<file path="config.mk">
export PLATFORM = sky130hd
export DESIGN_NAME = vga_write_scheduler_flat
export DESIGN_NICKNAME = d
export VERILOG_FILES = /design/src/rtl/vga_sched_pkg.sv /design/src/rtl/vga_write_scheduler_if.sv /design/src/rtl/sync_fifo.sv /design/src/rtl/vga_write_scheduler.sv /design/src/flat_wrapper.sv
export SDC_FILE = /design/constraint.sdc
export NUM_CORES = 1
export LEC_CHECK = 0
export CELL_PAD_IN_SITES_DETAIL_PLACEMENT = 0
export CELL_PAD_IN_SITES_GLOBAL_PLACEMENT = 1
export CORE_ASPECT_RATIO = 1.5
export CORE_UTILIZATION = 35
export CTS_BUF_LIST = sky130_fd_sc_hd__clkbuf_2 sky130_fd_sc_hd__clkbuf_4 sky130_fd_sc_hd__clkbuf_8
export DETAILED_ROUTE_END_ITERATION = 12
export GPL_TIMING_DRIVEN = 1
export MAX_ROUTING_LAYER = met4
export PLACE_DENSITY = 0.69
export SYNTH_ARGS = -nofsm -noshare
export SYNTH_HDL_FRONTEND = slang
export SYNTH_SLANG_ARGS = --single-unit
export TNS_END_PERCENT = 5
</file>
<file path="constraint.sdc">
create_clock -name clock -period 6.18 [get_ports clock]
set_input_delay 0.618 -clock clock [delete_from_list [all_inputs] [get_ports clock]]
set_output_delay 0.618 -clock clock [all_outputs]
set_load 0.05 [all_outputs]
</file>
<file path="src/rtl/vga_sched_pkg.sv">
// Shared definitions for the VGA framebuffer write scheduler.
package vga_sched_pkg;

   typedef enum logic [1:0] {
      ST_IDLE     = 2'd0,
      ST_WAIT_CLR = 2'd1,
      ST_CLEAR    = 2'd2
   } sched_state_e;

   localparam int SCHED_ADDR_W     = 19;
   localparam int SCHED_DATA_W     = 8;
   localparam int SCHED_FIFO_DEPTH = 8;
   localparam int SCHED_FB_PIXELS  = 307200;

   // Pointer width for a power-of-two FIFO: one extra bit separates full from empty.
   function automatic int ptr_width(input int depth);
      return $clog2(depth) + 1;
   endfunction

endpackage

</file>
<file path="src/rtl/vga_write_scheduler_if.sv">
// Processor-side, clear-control and framebuffer-side signals of the scheduler.
interface vga_write_scheduler_if
   import vga_sched_pkg::*;
#(
   parameter int ADDR_W = SCHED_ADDR_W,
   parameter int DATA_W = SCHED_DATA_W
);

   logic              cpu_wren;
   logic [ADDR_W-1:0] cpu_addr;
   logic [DATA_W-1:0] cpu_data;
   logic              cpu_stall;
   logic              clear_req;
   logic [DATA_W-1:0] clear_color;
   logic              clear_busy;
   logic              fb_ready;
   logic              vga_wren_enable;
   logic [ADDR_W-1:0] vga_data_addr;
   logic [DATA_W-1:0] vga_data_write;

   modport master (
      output cpu_wren, cpu_addr, cpu_data, clear_req, clear_color, fb_ready,
      input  cpu_stall, clear_busy, vga_wren_enable, vga_data_addr, vga_data_write
   );

   modport slave (
      input  cpu_wren, cpu_addr, cpu_data, clear_req, clear_color, fb_ready,
      output cpu_stall, clear_busy, vga_wren_enable, vga_data_addr, vga_data_write
   );

endinterface

</file>
<file path="src/rtl/sync_fifo.sv">
// Single-clock FIFO with extra-MSB pointers for full/empty detection.
module sync_fifo
   import vga_sched_pkg::*;
#(
   parameter int WIDTH = SCHED_ADDR_W + SCHED_DATA_W,
   parameter int DEPTH = SCHED_FIFO_DEPTH
) (
   input  logic             clock,
   input  logic             reset,
   input  logic             push,
   input  logic [WIDTH-1:0] push_data,
   input  logic             pop,
   output logic [WIDTH-1:0] pop_data,
   output logic             full,
   output logic             empty
);

   localparam int PTR_W = ptr_width(DEPTH);
   localparam int IDX_W = PTR_W - 1;

   logic [PTR_W-1:0] wr_ptr_q, wr_ptr_d;
   logic [PTR_W-1:0] rd_ptr_q, rd_ptr_d;
   logic [WIDTH-1:0] mem_q [DEPTH];
   logic             do_push;
   logic             do_pop;

   assign empty    = (wr_ptr_q == rd_ptr_q);
   assign full     = (wr_ptr_q[PTR_W-1] != rd_ptr_q[PTR_W-1]) &&
                     (wr_ptr_q[IDX_W-1:0] == rd_ptr_q[IDX_W-1:0]);
   assign do_push  = push && !full;
   assign do_pop   = pop && !empty;
   assign pop_data = mem_q[rd_ptr_q[IDX_W-1:0]];

   // Pointer advance on accepted push/pop.
   always_comb begin
      wr_ptr_d = wr_ptr_q;
      rd_ptr_d = rd_ptr_q;
      if (do_push) wr_ptr_d = wr_ptr_q + 1'b1;
      if (do_pop)  rd_ptr_d = rd_ptr_q + 1'b1;
   end

   // Pointer registers; a reset discards everything buffered.
   always_ff @(posedge clock or posedge reset) begin
      if (reset) begin
         wr_ptr_q <= '0;
         rd_ptr_q <= '0;
      end else begin
         wr_ptr_q <= wr_ptr_d;
         rd_ptr_q <= rd_ptr_d;
      end
   end

   // Storage array; contents are don't-care until written, so no reset.
   always_ff @(posedge clock) begin
      if (do_push) mem_q[wr_ptr_q[IDX_W-1:0]] <= push_data;
   end

endmodule

</file>
<file path="src/rtl/vga_write_scheduler.sv">
// Owns the framebuffer write port: drains buffered CPU pixel writes and
// runs the full-screen clear sweep, stalling the CPU when it cannot accept.
//
//   state       | meaning
//   ------------+-----------------------------------------------------
//   ST_IDLE     | draining CPU write FIFO, clear requests accepted
//   ST_WAIT_CLR | clear pending; CPU stalled until the FIFO drains
//   ST_CLEAR    | sweeping pixels 0..FB_PIXELS-1 with the stored colour
module vga_write_scheduler
   import vga_sched_pkg::*;
#(
   parameter int FIFO_DEPTH = SCHED_FIFO_DEPTH,
   parameter int ADDR_W     = SCHED_ADDR_W,
   parameter int DATA_W     = SCHED_DATA_W,
   parameter int FB_PIXELS  = SCHED_FB_PIXELS
) (
   input  logic                  clock,
   input  logic                  reset,
   vga_write_scheduler_if.slave  bus
);

   localparam int                ENTRY_W  = ADDR_W + DATA_W;
   localparam logic [ADDR_W-1:0] LAST_PIX = ADDR_W'(FB_PIXELS - 1);

   sched_state_e      state_q, state_d;
   logic [ADDR_W-1:0] count_q, count_d;
   logic [DATA_W-1:0] color_q, color_d;
   logic              wren_q,  wren_d;
   logic [ADDR_W-1:0] addr_q,  addr_d;
   logic [DATA_W-1:0] data_q,  data_d;

   logic               fifo_push;
   logic               fifo_pop;
   logic               fifo_full;
   logic               fifo_empty;
   logic [ENTRY_W-1:0] fifo_rdata;

   sync_fifo #(
      .WIDTH (ENTRY_W),
      .DEPTH (FIFO_DEPTH)
   ) u_fifo (
      .clock     (clock),
      .reset     (reset),
      .push      (fifo_push),
      .push_data ({bus.cpu_addr, bus.cpu_data}),
      .pop       (fifo_pop),
      .pop_data  (fifo_rdata),
      .full      (fifo_full),
      .empty     (fifo_empty)
   );

   // Stall while full, and while a clear waits for older writes to drain.
   assign bus.cpu_stall       = fifo_full || (state_q == ST_WAIT_CLR);
   assign fifo_push           = bus.cpu_wren && !bus.cpu_stall;
   assign bus.clear_busy      = (state_q != ST_IDLE);
   assign bus.vga_wren_enable = wren_q;
   assign bus.vga_data_addr   = addr_q;
   assign bus.vga_data_write  = data_q;

   // Next-state, clear counter and framebuffer output selection.
   always_comb begin
      state_d  = state_q;
      count_d  = count_q;
      color_d  = color_q;
      wren_d   = 1'b0;
      addr_d   = addr_q;
      data_d   = data_q;
      fifo_pop = 1'b0;

      case (state_q)
         ST_IDLE: begin
            fifo_pop = !fifo_empty && bus.fb_ready;
            if (bus.clear_req) begin
               color_d = bus.clear_color;
               state_d = ST_WAIT_CLR;
            end
         end
         ST_WAIT_CLR: begin
            fifo_pop = !fifo_empty && bus.fb_ready;
            if (fifo_empty) begin
               state_d = ST_CLEAR;
               count_d = '0;
            end
         end
         ST_CLEAR: begin
            // CPU writes queued meanwhile stay put so they land on top of the fill.
            if (bus.fb_ready) begin
               wren_d = 1'b1;
               addr_d = count_q;
               data_d = color_q;
               if (count_q == LAST_PIX) begin
                  state_d = ST_IDLE;
                  count_d = '0;
               end else begin
                  count_d = count_q + 1'b1;
               end
            end
         end
         default: begin
            state_d = ST_IDLE;
            count_d = '0;
         end
      endcase

      if (fifo_pop) begin
         wren_d           = 1'b1;
         {addr_d, data_d} = fifo_rdata;
      end
   end

   // State, counter, colour and registered framebuffer port.
   always_ff @(posedge clock or posedge reset) begin
      if (reset) begin
         state_q <= ST_IDLE;
         count_q <= '0;
         color_q <= '0;
         wren_q  <= 1'b0;
         addr_q  <= '0;
         data_q  <= '0;
      end else begin
         state_q <= state_d;
         count_q <= count_d;
         color_q <= color_d;
         wren_q  <= wren_d;
         addr_q  <= addr_d;
         data_q  <= data_d;
      end
   end

endmodule

</file>
<file path="src/flat_wrapper.sv">
// flat-port wrapper written by rule: the top's interface ports become plain ports
module vga_write_scheduler_flat import vga_sched_pkg::*;
#(
   parameter int FIFO_DEPTH = SCHED_FIFO_DEPTH,
   parameter int ADDR_W     = SCHED_ADDR_W,
   parameter int DATA_W     = SCHED_DATA_W,
   parameter int FB_PIXELS  = SCHED_FB_PIXELS
)
  (clock, reset, bus_cpu_wren, bus_cpu_addr, bus_cpu_data, bus_clear_req, bus_clear_color, bus_fb_ready, bus_cpu_stall, bus_clear_busy, bus_vga_wren_enable, bus_vga_data_addr, bus_vga_data_write);
  vga_write_scheduler_if #(.ADDR_W(ADDR_W), .DATA_W(DATA_W)) bus_i ();
  input  logic clock;
  input  logic reset;
  input wire logic [$bits(bus_i.cpu_wren)-1:0] bus_cpu_wren;
  input wire logic [$bits(bus_i.cpu_addr)-1:0] bus_cpu_addr;
  input wire logic [$bits(bus_i.cpu_data)-1:0] bus_cpu_data;
  input wire logic [$bits(bus_i.clear_req)-1:0] bus_clear_req;
  input wire logic [$bits(bus_i.clear_color)-1:0] bus_clear_color;
  input wire logic [$bits(bus_i.fb_ready)-1:0] bus_fb_ready;
  output wire logic [$bits(bus_i.cpu_stall)-1:0] bus_cpu_stall;
  output wire logic [$bits(bus_i.clear_busy)-1:0] bus_clear_busy;
  output wire logic [$bits(bus_i.vga_wren_enable)-1:0] bus_vga_wren_enable;
  output wire logic [$bits(bus_i.vga_data_addr)-1:0] bus_vga_data_addr;
  output wire logic [$bits(bus_i.vga_data_write)-1:0] bus_vga_data_write;
  assign bus_i.cpu_wren = bus_cpu_wren;
  assign bus_i.cpu_addr = bus_cpu_addr;
  assign bus_i.cpu_data = bus_cpu_data;
  assign bus_i.clear_req = bus_clear_req;
  assign bus_i.clear_color = bus_clear_color;
  assign bus_i.fb_ready = bus_fb_ready;
  assign bus_cpu_stall = bus_i.cpu_stall;
  assign bus_clear_busy = bus_i.clear_busy;
  assign bus_vga_wren_enable = bus_i.vga_wren_enable;
  assign bus_vga_data_addr = bus_i.vga_data_addr;
  assign bus_vga_data_write = bus_i.vga_data_write;
  vga_write_scheduler #(.FIFO_DEPTH(FIFO_DEPTH), .ADDR_W(ADDR_W), .DATA_W(DATA_W), .FB_PIXELS(FB_PIXELS)) u_core (.clock(clock), .reset(reset), .bus(bus_i));
endmodule
</file>
==> flow_summary_export.csv <==
group,metric,value,unit
cts,cts.clk_slew.worst_paths,0.07,ns
cts,clk_latency,0.56,ns
timing,min_period,3.792,ns
floorplanning,dieArea,33280,um2
route,drt-pass1-iter-count,7,
floorplanning,num_rows,80,
cts,cts-hold-fix-buffers,0,
route,drt_iter0_markers,251,
cts,cts_root_buf,"clkbuf_8",
global_route,grt_max_degree,66,
global_route,track_usage,16.01,%
route,avgRoutedWirePerCell,20.92,um
floorplanning,die_h,222.9,um
cts,cts_tree,"yes",
finish,fin_area,13450,um2
timing,rsz0062_at_grt,"false",
pwr,leakagePower,4.662,nW
floorplanning,coreArea,31930,um2
finish,syn_to_final_growth,18.13,%
route,routed_via_density,5.093,
place,io_buffers,69,
logic_synthesis,ys.warnings.count,0,
place,placed_area,12580,um2
logic_synthesis,ys_ff_latch,281,
status,status,"completed",
floorplanning,chipWidth,149.3,um
logic_synthesis,synth_fp_nets,678,
worst_hold_path,hp-class,"flip-flop to flip-flop",
finish,layout-drive-gt1-share,25.26,%
route,drc_errors,0,
route,vias,5984,
finish,fin_util,42.13,%
flow_run,maxCapViolCount,0,
global_route,grt_pass1_wl,38370,um
worst_setup_path,r2r_cells,6,
route,totalWireLength,24580,um
place,gp_congestion,0.7692,
cts,postCtsSetupRepairBufs,0,
finish,nets,773,
timing,hold_viol,0,
logic_synthesis,yosysSeqAreaShare,71.24,%
worst_setup_path,required,5.56,ns
timing,fmax,263.7,MHz
global_route,antenna_found_initial,1,
timing,fin_crit_sh,61.35,%
cts,ctsHtreeMaxLevel,2,
place,hpwl,15440,um
finish,final_common_cell,"edfxtp_1",
timing,worst_slew_pin_slew,1.064,ns
global_route,grt_pass1_vias,6594,
worst_setup_path,crit_chain,"buf_4 -> xor2_2 -> o41a_1 -> inv_1 -> clkdlybuf4s50_1",
logic_synthesis,syn_area,11390,um2
logic_synthesis,synthArstFlopShare,23.13,%
worst_setup_path,crit_slowest_cell,"clkdlybuf4s50_1",
worst_setup_path,startpoint_type,"flip-flop",
worst_hold_path,min_delay_path_depth,1,
pwr,total_power,6.167,mW
logic_synthesis,postSynthCellCount,635,
global_route,overflow,0,
timing,clock_skew,0.01853,ns
worst_setup_path,endpoint_kind,"primary output",
cts,cts_buffers,42,
pwr,vdd_drop_max,166.2,uV
timing,setup_viol,0,
route,ant_nets,0,
finish,final_cell_mix,"edfxtp_1 (216), clkdlybuf4s50_1 (69), dfrtp_1 (62)",
pwr,power.density,458.4,nW/um2
cts,cts.sinks,281,
logic_synthesis,avgSynthCellArea,17.93,um2
worst_setup_path,crit_fanout,58,
worst_setup_path,slowest_delay,0.82,ns
timing,slew_headroom,29.07,%
timing,whs,0.5030,ns
logic_synthesis,synth_enable_flop_cells,216,
worst_setup_path,path_class,"flip-flop to primary output",
logic_synthesis,synth_flop_cell,"edfxtp_1",
cts,cts_buffer_depth,3,
timing,slew_viol_final,0,
worst_setup_path,worst_ep_arrival_time,3.17,ns
floorplanning,initial_core_util,35.67,%
logic_synthesis,synth.distinct_cells,49,
timing,fin_setup_tns,0,ns
floorplanning,ioPinCount,70,
cts,post_cts_resize_count,0,
per-stage QoR:
stage / worst slack [ns] / std cells
after floorplan: 2.004 / 635
after CTS: 2.343 / 1174
after global routing: 2.218 / 1175
after global placement: 2.944 / 1096
after detailed placement: 2.950 / 1096
final: 2.388 / 1175
per-layer routing:
metal	GRT usage [%]	vias to the layer above	part of all wire (%)
met4	7.143	0	3.4
met1	18.06	3087	39
met3	2.883	57	3.6
li1	-	2695	-
met5	-	-	0
met2	27.44	145	54
cell usage after synthesis, types with 8 or more instances:
| master | count | share of area [%] |
|---|---|---|
| mux2i_1 | 28 | 2.5 |
| mux4_2 | 54 | 11 |
| nand2_1 | 43 | 1.4 |
| inv_1 | 33 | 1.1 |
| nand3_1 | 9 | 0.40 |
| dfrtp_1 | 65 | 14 |
| edfxtp_1 | 216 | 57 |
| o221ai_1 | 8 | 0.62 |
| a21oi_1 | 12 | 0.53 |
| o21ai_0 | 10 | 0.44 |
| mux2_2 | 11 | 1.1 |
| clkbuf_1 | 11 | 0.36 |
| buf_2 | 16 | 0.70 |
| o221ai_2 | 19 | 2.5 |
| nor2_1 | 14 | 0.46 |
| a31oi_1 | 9 | 0.49 |
worst paths after layout:
path	slack (ns)	endpoint	startpoint
worst max-delay path	2.39	bus_cpu_stall	u_core.u_fifo.rd_ptr_q[1]$_DFFE_PP0P_
worst min-delay path	0.50	u_core.u_fifo.rd_ptr_q[3]$_DFFE_PP0P_	u_core.u_fifo.rd_ptr_q[3]$_DFFE_PP0P_
worst max register to register	3.03	u_core.u_fifo.mem_q[3][24]$_DFFE_PP_	u_core.u_fifo.rd_ptr_q[1]$_DFFE_PP0P_
worst min register to register	0.50	u_core.u_fifo.rd_ptr_q[3]$_DFFE_PP0P_	u_core.u_fifo.rd_ptr_q[3]$_DFFE_PP0P_
max in group asynchronous	4.75	u_core.u_fifo.rd_ptr_q[0]$_DFFE_PP0P_	reset
min in group asynchronous	0.69	u_core.bus.vga_data_addr[2]$_DFFE_PP0P_	reset
kinds of logic (layout without fill, tap and decap cells):
logic type	after synthesis	count (layout)	synth area share, %
other cells	0	1	0
simple gates	106	106	4.790
buf+inv	70	199	2.824
xor+xnor	11	11	1.044
flops	281	281	71.24
compound gates	71	71	5.548
fa+ha+maj	3	3	0.3296
mux	93	93	14.23
area by class of cell:
cell class	instances	area (um2)
clock inverters	20	135.1
repair buffers	88	833.3
diodes	1	2.502
flip-flops and latches	281	8119
well taps	410	513.0
fillers	2768	18480
inverters	33	123.9
clock buffers	58	735.7
multi-input cells	284	2990
where the power goes:
part / internal (mW) / switching [mW] / total [mW]
combinational: 0.876 / 1.16 / 2.04
sequential: 2.36 / 0.227 / 2.58
clock: 0.856 / 0.693 / 1.55
critical path, delay by kind of cell, from the launching register on:
family / cells / cell delay, ns
AO/OA/AOI/OAI: 1 / 0.46
XOR/XNOR: 1 / 0.20
buffers and inverters: 3 / 1.61
flip-flops: 1 / 0.34
state kept, by name, summed over array words and instances (netlist names), 2 cells and up:
name / cells
u_core.bus.vga_data_addr: 19
u_core.u_fifo.rd_ptr_q: 4
u_core.bus.vga_data_write: 8
u_core.color_q: 8
u_core.state_q: 2
u_core.count_q: 19
u_core.u_fifo.mem_q: 216
u_core.u_fifo.wr_ptr_q: 4
Power figures use the tool's default switching activity.
